`config.mk`:
```
export PLATFORM = sky130hd
export DESIGN_NAME = plot_arbiter
export DESIGN_NICKNAME = d
export VERILOG_FILES = /design/src/rtl/plot_arbiter.sv
export SDC_FILE = /design/constraint.sdc
export NUM_CORES = 1
export LEC_CHECK = 0
export ABC_CLOCK_PERIOD_IN_PS = 3800
export CORE_ASPECT_RATIO = 0.7
export CORE_MARGIN = 2
export CORE_UTILIZATION = 37
export DETAILED_ROUTE_END_ITERATION = 7
export REMOVE_ABC_BUFFERS = 1
export SYNTH_ARGS = -nofsm -noshare
export SYNTH_HDL_FRONTEND = slang
export SYNTH_SLANG_ARGS = --single-unit
```
`constraint.sdc`:
```
create_clock -name clk -period 3.8 [get_ports clk]
set_input_delay 0.76 -clock clk [delete_from_list [all_inputs] [get_ports clk]]
set_output_delay 0.76 -clock clk [all_outputs]
set_load 0.005 [all_outputs]
```
`src/rtl/plot_arbiter.sv`:
```
`default_nettype none
// ============================================================================
// Module      : plot_arbiter
// Description : Round-robin arbiter for three pixel writers sharing one VGA
//               pixel port, with a full-screen clear sweep and a per-grant
//               hold limit. All outputs are registered.
// Revision    : 1.0 - initial release
// ============================================================================
module plot_arbiter #(
    parameter logic [2:0] CLEAR_COLOUR = 3'b000,
    parameter int         MAX_HOLD     = 4096,
    parameter int         X_MAX        = 159,
    parameter int         Y_MAX        = 119
) (
    input  logic       clk,
    input  logic       reset,
    input  logic [2:0] req,
    input  logic [7:0] x0,
    input  logic [7:0] x1,
    input  logic [7:0] x2,
    input  logic [6:0] y0,
    input  logic [6:0] y1,
    input  logic [6:0] y2,
    input  logic [2:0] c0,
    input  logic [2:0] c1,
    input  logic [2:0] c2,
    input  logic       plot0,
    input  logic       plot1,
    input  logic       plot2,
    input  logic       clear_req,
    output logic [2:0] gnt,
    output logic       clear_busy,
    output logic [7:0] x,
    output logic [6:0] y,
    output logic [2:0] colour,
    output logic       plot
);

    // Hold counter must reach MAX_HOLD itself without wrapping.
    localparam int HW = $clog2(MAX_HOLD + 1);

    localparam logic [HW-1:0] c_MAX_HOLD = HW'(MAX_HOLD);
    localparam logic [7:0]    c_X_MAX    = 8'(X_MAX);
    localparam logic [6:0]    c_Y_MAX    = 7'(Y_MAX);

    localparam logic [1:0] c_S_IDLE  = 2'd0;
    localparam logic [1:0] c_S_GRANT = 2'd1;
    localparam logic [1:0] c_S_CLEAR = 2'd2;

    logic [1:0]    r_state;
    logic [1:0]    r_ptr;
    logic [1:0]    r_cur;
    logic [HW-1:0] r_hold;
    logic          r_clear_pending;
    logic [7:0]    r_sx;
    logic [6:0]    r_sy;

    logic [1:0] w_cand1;
    logic [1:0] w_cand2;
    logic       w_found;
    logic [1:0] w_pick;
    logic [1:0] w_next_ptr;
    logic [7:0] w_sel_x;
    logic [6:0] w_sel_y;
    logic [2:0] w_sel_c;
    logic       w_sel_plot;
    logic       w_in_range;
    logic       w_keep;

    // Round-robin search order ptr, ptr+1, ptr+2 (mod 3) and the winner.
    always_comb begin
        w_cand1    = (r_ptr == 2'd2) ? 2'd0 : r_ptr + 2'd1;
        w_cand2    = (r_ptr == 2'd0) ? 2'd2 : r_ptr - 2'd1;
        w_found    = 1'b1;
        w_pick     = r_ptr;
        if (req[r_ptr]) begin
            w_pick = r_ptr;
        end else if (req[w_cand1]) begin
            w_pick = w_cand1;
        end else if (req[w_cand2]) begin
            w_pick = w_cand2;
        end else begin
            w_found = 1'b0;
        end
        w_next_ptr = (w_pick == 2'd2) ? 2'd0 : w_pick + 2'd1;
    end

    // Select the current holder's pixel and decide whether the grant is kept.
    always_comb begin
        w_sel_x    = 8'd0;
        w_sel_y    = 7'd0;
        w_sel_c    = 3'd0;
        w_sel_plot = 1'b0;
        case (r_cur)
            2'd0: begin
                w_sel_x = x0; w_sel_y = y0; w_sel_c = c0; w_sel_plot = plot0;
            end
            2'd1: begin
                w_sel_x = x1; w_sel_y = y1; w_sel_c = c1; w_sel_plot = plot1;
            end
            2'd2: begin
                w_sel_x = x2; w_sel_y = y2; w_sel_c = c2; w_sel_plot = plot2;
            end
            default: begin
                w_sel_plot = 1'b0;
            end
        endcase
        w_in_range = (w_sel_x <= c_X_MAX) && (w_sel_y <= c_Y_MAX);
        w_keep     = req[r_cur] && (r_hold < c_MAX_HOLD);
    end

    // Arbiter / clear-sweep state machine with registered pixel port.
    always_ff @(posedge clk) begin
        if (reset) begin
            r_state         <= c_S_IDLE;
            r_ptr           <= 2'd0;
            r_cur           <= 2'd0;
            r_hold          <= '0;
            r_clear_pending <= 1'b0;
            r_sx            <= 8'd0;
            r_sy            <= 7'd0;
            gnt             <= 3'b000;
            clear_busy      <= 1'b0;
            x               <= 8'd0;
            y               <= 7'd0;
            colour          <= 3'd0;
            plot            <= 1'b0;
        end else begin
            case (r_state)
                c_S_IDLE: begin
                    plot       <= 1'b0;
                    x          <= 8'd0;
                    y          <= 7'd0;
                    colour     <= 3'd0;
                    clear_busy <= 1'b0;
                    gnt        <= 3'b000;
                    // A pending or live clear request outranks every requester.
                    if (clear_req || r_clear_pending) begin
                        r_state         <= c_S_CLEAR;
                        r_clear_pending <= 1'b0;
                        r_sx            <= 8'd0;
                        r_sy            <= 7'd0;
                    end else if (w_found) begin
                        r_state <= c_S_GRANT;
                        gnt     <= 3'b001 << w_pick;
                        r_cur   <= w_pick;
                        r_ptr   <= w_next_ptr;
                        r_hold  <= HW'(1);
                    end
                end
                c_S_GRANT: begin
                    if (clear_req) begin
                        r_clear_pending <= 1'b1;
                    end
                    if (w_keep) begin
                        r_hold <= r_hold + HW'(1);
                        plot   <= w_sel_plot & gnt[r_cur] & w_in_range;
                        x      <= w_sel_x;
                        y      <= w_sel_y;
                        colour <= w_sel_c;
                    end else begin
                        // Dropping the grant leaves one dead cycle in IDLE.
                        r_state <= c_S_IDLE;
                        r_hold  <= '0;
                        gnt     <= 3'b000;
                        plot    <= 1'b0;
                        x       <= 8'd0;
                        y       <= 7'd0;
                        colour  <= 3'd0;
                    end
                end
                c_S_CLEAR: begin
                    gnt        <= 3'b000;
                    plot       <= 1'b1;
                    clear_busy <= 1'b1;
                    x          <= r_sx;
                    y          <= r_sy;
                    colour     <= CLEAR_COLOUR;
                    if (r_sx == c_X_MAX) begin
                        r_sx <= 8'd0;
                        if (r_sy == c_Y_MAX) begin
                            r_sy    <= 7'd0;
                            r_state <= c_S_IDLE;
                        end else begin
                            r_sy <= r_sy + 7'd1;
                        end
                    end else begin
                        r_sx <= r_sx + 8'd1;
                    end
                end
                default: begin
                    r_state <= c_S_IDLE;
                end
            endcase
        end
    end

endmodule
`default_nettype wire

```
==> results_dict.tcl, run 1 <==
set metrics [dict create \
    outcome "complete, no violations" \
    dr.pass1.iters 5 \
    placed_cell_area_um2 4320 \
    ant_nets 0 \
    antenna_found_initial 0 \
    gr-total-overflow 0 \
    power.leakage_nw 1.59 \
    yosysWarningCount 0 \
    nets 590 \
    initial_core_util_pct 37.8 \
    synth_edf_count 0 \
    fmax_ghz 0.376 \
    critPathKind "input port to flip-flop" \
    grt_setup_unrepaired "false" \
    async_flop_share_pct 0 \
    post_cts_buffers 0 \
    finalHoldViolCount 0 \
    cts_htree_levels 3 \
    grt_pass1_vias 3226 \
    syn_area_per_cell_um2 7.68 \
    root_buffer "clkbuf_16" \
    clk_pin_slew_worst_paths_ns 0.05 \
    std_cell_rows 29 \
    yosysSeqAreaShare_pct 34.1 \
    fin_area_um2 4640 \
    synth_area_um2 3400 \
    end_kind "flip-flop" \
    crit_arrival_ns 2.81 \
    die_w_um 119 \
    insertedDiodeCount 0 \
    num_vias 3477 \
    yosys_most_used_dff "dfxtp_1" \
    cts_tree "done" \
    wl_per_cell_um 15.4 \
    start_kind "input port" \
    slew-limit-headroom_pct 25.1 \
    finalCritPeriodShare_pct 69.9 \
    grtUsageTotal_pct 20.2 \
    dp_hpwl_mm 7.23 \
    routabilityCongestion 0.826 \
    cts_sinks 58 \
    ios 86 \
    required_ns 3.95 \
    syn2layout_area_growth_pct 36.5 \
    maxCapViolCount 0 \
    post_cts_resized 0 \
    fp.dieArea_um2 9990 \
    skew_ns 0.00612 \
    netlist_instances 443 \
    hp-class "flip-flop to flip-flop" \
    cp_max_fo 14 \
    tightest_slew_ns 1.12 \
    holdBufCountCts 0 \
    ctsLongestPathBuffers 2 \
    finalSetupViolCount 0 \
    clk_latency_ns 0.32 \
    tns_ns 0 \
    finalWirelength_mm 9.96 \
    numCtsBuffers 9 \
    slew_viol_final 0 \
    grt_max_degree 60 \
    fin_hold_ws_ns 0.463 \
    final_cell_mix "clkdlybuf4s50_1 (84), dfxtp_1 (58), nor2_1 (55)" \
    finalPower_mw 2.73 \
    io_buffers 85 \
    grt_pass1_wl_mm 16.3 \
    drcViolationCount 0 \
    core_area_um2 9000 \
    layout_commonest_cell "clkdlybuf4s50_1" \
    peakVddDrop_mv 0.391 \
    drtIter0Drc 228 \
    routed_via_density 5.38 \
    synth_cell_types 50 \
    fin_crit_ns 2.66 \
    power.density_nw_per_um2 588 \
    synth-seq-cells 58 \
    die-height_um 84.2 \
    final_layout_size_suffix_gt1_share_pct 6.13 \
]
## power by group
group	switching (mW)	total, mW	leakage, nW	internal [mW]
sequential	0.0614	0.728	0.469	0.667
combinational	0.690	1.14	0.970	0.452
clock	0.273	0.862	0.156	0.589
total	1.02	2.73	1.59	1.71
## cell usage after synthesis, types with 2 or more instances
library cell | number | area [µm²]
buf_2 | 7 | 35.0
nand4b_1 | 2 | 17.5
inv_1 | 9 | 33.8
and2_1 | 3 | 18.8
a22oi_1 | 18 | 135
mux2i_1 | 21 | 210
xnor2_1 | 4 | 35.0
and3_1 | 5 | 31.3
clkbuf_1 | 19 | 71.3
o41ai_1 | 2 | 17.5
nand3_1 | 15 | 75.1
o21ai_0 | 13 | 65.1
nor4_1 | 3 | 18.8
and3b_1 | 2 | 17.5
a21oi_1 | 46 | 230
a221oi_1 | 3 | 26.3
nor2b_1 | 7 | 43.8
or3_1 | 6 | 37.5
xor2_1 | 5 | 43.8
o21ai_1 | 20 | 100
o32ai_1 | 3 | 26.3
dfxtp_1 | 58 | 1160
and4_1 | 2 | 17.5
ha_1 | 10 | 125
o2bb2ai_2 | 2 | 30.0
or4_1 | 2 | 15.0
a21o_1 | 2 | 15.0
a31oi_1 | 6 | 37.5
nor2_1 | 55 | 206
nor3_1 | 11 | 55.1
nand4_1 | 6 | 37.5
nand2b_1 | 3 | 18.8
nand2_1 | 52 | 195
or2_2 | 2 | 12.5
nand3b_1 | 3 | 22.5
a211oi_1 | 2 | 15.0
## worst paths after layout
path / slack [ns] / from / cells after the start / to
min reg2reg: 0.46 / r_hold[11]$_SDFFE_PP0P_ / 1 / r_hold[11]$_SDFFE_PP0P_
max reg2reg: 1.15 / r_ptr[0]$_SDFFE_PP0P_ / 8 / r_hold[8]$_SDFFE_PP0P_
max: 1.14 / req[1] / 7 / r_hold[8]$_SDFFE_PP0P_
min: 0.46 / r_hold[11]$_SDFFE_PP0P_ / 1 / r_hold[11]$_SDFFE_PP0P_
## sequential cells by signal, indices dropped and copies added, names as in the netlist
register and count:
r_state 2, r_hold 13, r_sx 8, r_cur 2, y 7, gnt 3, r_clear_pending 1, clear_busy 1
colour 3, plot 1, r_sy 7, x 8, r_ptr 2
## worst max-delay path, cell delays in order
cell,delay (ns)
clkdlybuf4s50_1,0.45
mux2i_1,0.25
o21ai_2,0.10
and4b_4,0.46
a2bb2oi_2,0.53
or4_1,0.20
a21oi_1,0.06
## cell families after synthesis
logic type	synth area share [%]
mux	6.18
simple gates	27.1
flops	34.1
compound gates	22.0
xor+xnor	2.32
fa+ha+maj	3.68
buf+inv	4.67
## stage by stage
stage          instances  utilization [%]  setup slack, ns
2_1_floorplan        415                -             1.00
3_3_place_gp         630             48.1            0.882
3_5_place_dp         630             48.1            0.839
4_1_cts              646             51.6             1.16
5_1_grt              646             51.6            0.935
6_report             646             51.6             1.14
## layer usage
layer  share of wire, %  track usage [%]  wire length [µm]  vias to the layer above
li1                   -                -                 -                     1746
met1                 50             29.4              5010                     1598
met2                 41             28.0              4060                      121
met3                7.2             6.25               720                       12
met4                1.7             6.93               169                        0
met5                  0                0                 0                        -
## final cells by class
class                      instances  area, µm²
sequential                        58       1160
timing repair buffer              91        891
clock buffer                      11        243
clock inverter                     5       77.6
tap                              124        155
multi-input combinational        348       2080
fill                             884       4350
inverter                           9       33.8
Note: power is estimated with default switching activity, not from simulation.
==> inputs of run 2 (changes only) <==
--- a/config.mk
+++ b/config.mk
@@ -5,11 +5,12 @@
 export SDC_FILE = /design/constraint.sdc
 export NUM_CORES = 1
 export LEC_CHECK = 0
-export ABC_CLOCK_PERIOD_IN_PS = 3800
+export ABC_CLOCK_PERIOD_IN_PS = 2200
 export CORE_ASPECT_RATIO = 0.7
 export CORE_MARGIN = 2
 export CORE_UTILIZATION = 37
 export DETAILED_ROUTE_END_ITERATION = 7
+export PLACE_DENSITY = 0.66
 export REMOVE_ABC_BUFFERS = 1
 export SYNTH_ARGS = -nofsm -noshare
 export SYNTH_HDL_FRONTEND = slang
==> constraint.sdc (replaced) <==
create_clock -name clk -period 2.2 [get_ports clk]
set_input_delay 0.44 -clock clk [delete_from_list [all_inputs] [get_ports clk]]
set_output_delay 0.44 -clock clk [all_outputs]
set_load 0.005 [all_outputs]
==> results_dict.tcl, run 2 (synthesized netlist as in run 1, its figures left out) <==
set metrics [dict create \
    layout_commonest_cell "clkdlybuf4s50_1" \
    slew_viol_final 0 \
    crit_arrival_ns 2.40 \
    num_vias 3584 \
    fin_crit_ns 2.13 \
    tightest_slew_ns 0.706 \
    finalPower_mw 5.13 \
    start_kind "flip-flop" \
    gr-total-overflow 0 \
    clk_latency_ns 0.33 \
    fmax_ghz 0.469 \
    cts_tree "done" \
    nets 625 \
    power.density_nw_per_um2 1030 \
    worst_path_largest_cell_delay_ns 0.47 \
    grtUsageTotal_pct 20.4 \
    slew-limit-headroom_pct 52.9 \
    ios 86 \
    initial_core_util_pct 37.8 \
    clk_pin_slew_worst_paths_ns 0.05 \
    ctsLongestPathBuffers 2 \
    fin_area_um2 5000 \
    drcViolationCount 0 \
    critPathKind "flip-flop to flip-flop" \
    maxCapViolCount 0 \
    skew_ns 0.00286 \
    numCtsBuffers 9 \
    std_cell_rows 29 \
    peakVddDrop_mv 0.454 \
    critPathSlowestCell "or4_4" \
    placed_cell_area_um2 4580 \
    cts_sinks 58 \
    drtIter0Drc 202 \
    crit_family "simple AND/OR/NAND/NOR gates" \
    grt_pass1_vias 3376 \
    largest_reg_flops 13 \
    core_area_um2 9000 \
    die-height_um 84.2 \
    outcome "complete, no violations" \
    tns_ns 0 \
    routabilityCongestion 0.821 \
    wl_per_cell_um 14.9 \
    power.leakage_nw 1.80 \
    finalCritPeriodShare_pct 97.0 \
    io_buffers 85 \
    finalSetupViolCount 0 \
    grt_pass1_wl_mm 16.8 \
    ant_nets 0 \
    cp_max_fo 5 \
    hp-class "flip-flop to flip-flop" \
    end_kind "flip-flop" \
    dr.pass1.iters 5 \
    finalWirelength_mm 10.2 \
    required_ns 2.46 \
    fp.dieArea_um2 9990 \
    final_layout_size_suffix_gt1_share_pct 15.1 \
    insertedDiodeCount 0 \
    final_cell_mix "clkdlybuf4s50_1 (82), dfxtp_1 (56), nor2_1 (55)" \
    syn2layout_area_growth_pct 46.9 \
    finalHoldViolCount 0 \
    routed_via_density 5.26 \
    cts_htree_levels 3 \
    top_regs "r_hold (13), r_sx (8), x (8)" \
    grt_max_degree 39 \
    dp_hpwl_mm 7.53 \
    die_w_um 119 \
    cp_num_buf_inv 2 \
    regMostFlops "r_hold" \
    antenna_found_initial 0 \
    path_cells "inv_4, ha_4, nor2b_4, o21ai_2, and4b_4, a2bb2oi_4, buf_12, or4_4, a21oi_2" \
    root_buffer "clkbuf_16" \
]
-- run 2: final cells by class --
type                            instances  area (µm²)
Sequential cell                        58        1170
Inverter                                9        36.3
Timing Repair Buffer                  126        1190
Multi-Input combinational cell        348        2180
Clock buffer                           11         243
Fill cell                             839        4000
Clock inverter                          5        30.0
Tap cell                              124         155
-- run 2: per-layer routing --
layer	vias to the layer above	track usage [%]	wire, µm
li1	1810	-	-
met2	111	32.1	4520
met3	10	5.23	585
met5	-	0	0
met1	1653	28.3	4950
met4	0	4.55	92
-- run 2: worst paths after layout --
check / slack, ns / startpoint / to / cells past startpoint
setup / recovery: 0.07 / r_ptr[0]$_SDFFE_PP0P_ / r_hold[10]$_SDFFE_PP0P_ / 9
hold / removal: 0.47 / r_hold[12]$_SDFFE_PP0P_ / r_hold[12]$_SDFFE_PP0P_ / 2
setup reg to reg: 0.07 / r_ptr[0]$_SDFFE_PP0P_ / r_hold[10]$_SDFFE_PP0P_ / 9
hold reg to reg: 0.47 / r_hold[12]$_SDFFE_PP0P_ / r_hold[12]$_SDFFE_PP0P_ / 2
-- run 2: worst reg2reg max path: cells and delay by family (launching register included) --
family,cells,cell delay [ns]
buffers and inverters,2,0.21
AOI/OAI and AO/OA,3,0.39
and+or+nand+nor,3,0.85
adders and majority gates,1,0.27
DFF,1,0.36
-- run 2: timing repair --
| action | CTS | global route |
|---|---|---|
| setup buffers | 0 | 1 |
| setup endpoints to repair | 6 | 17 |
| pin swaps | 0 | 4 |
| hold buffers | 0 | 0 |
| hold endpoints to repair | 0 | 0 |
| resized for setup | 3 | 22 |
| cloned | 0 | 1 |
-- run 2: per-stage QoR --
stage          util (%)  std cells  hold slack [ns]  worst slack, ns
2_1_floorplan         -        415            0.437           -0.600
3_3_place_gp       50.9        663            0.459           -0.251
3_5_place_dp       50.9        663            0.462           -0.328
4_1_cts            54.2        679            0.469          0.00628
5_1_grt            55.6        681            0.491          -0.0331
6_report           55.6        681            0.472           0.0671
-- run 2: power by group --
group	switching [mW]	leakage (nW)	total, mW	internal [mW]
Combinational	1.37	1.20	2.62	1.25
Sequential	0.0903	0.470	1.25	1.16
Clock	0.478	0.131	1.26	0.785
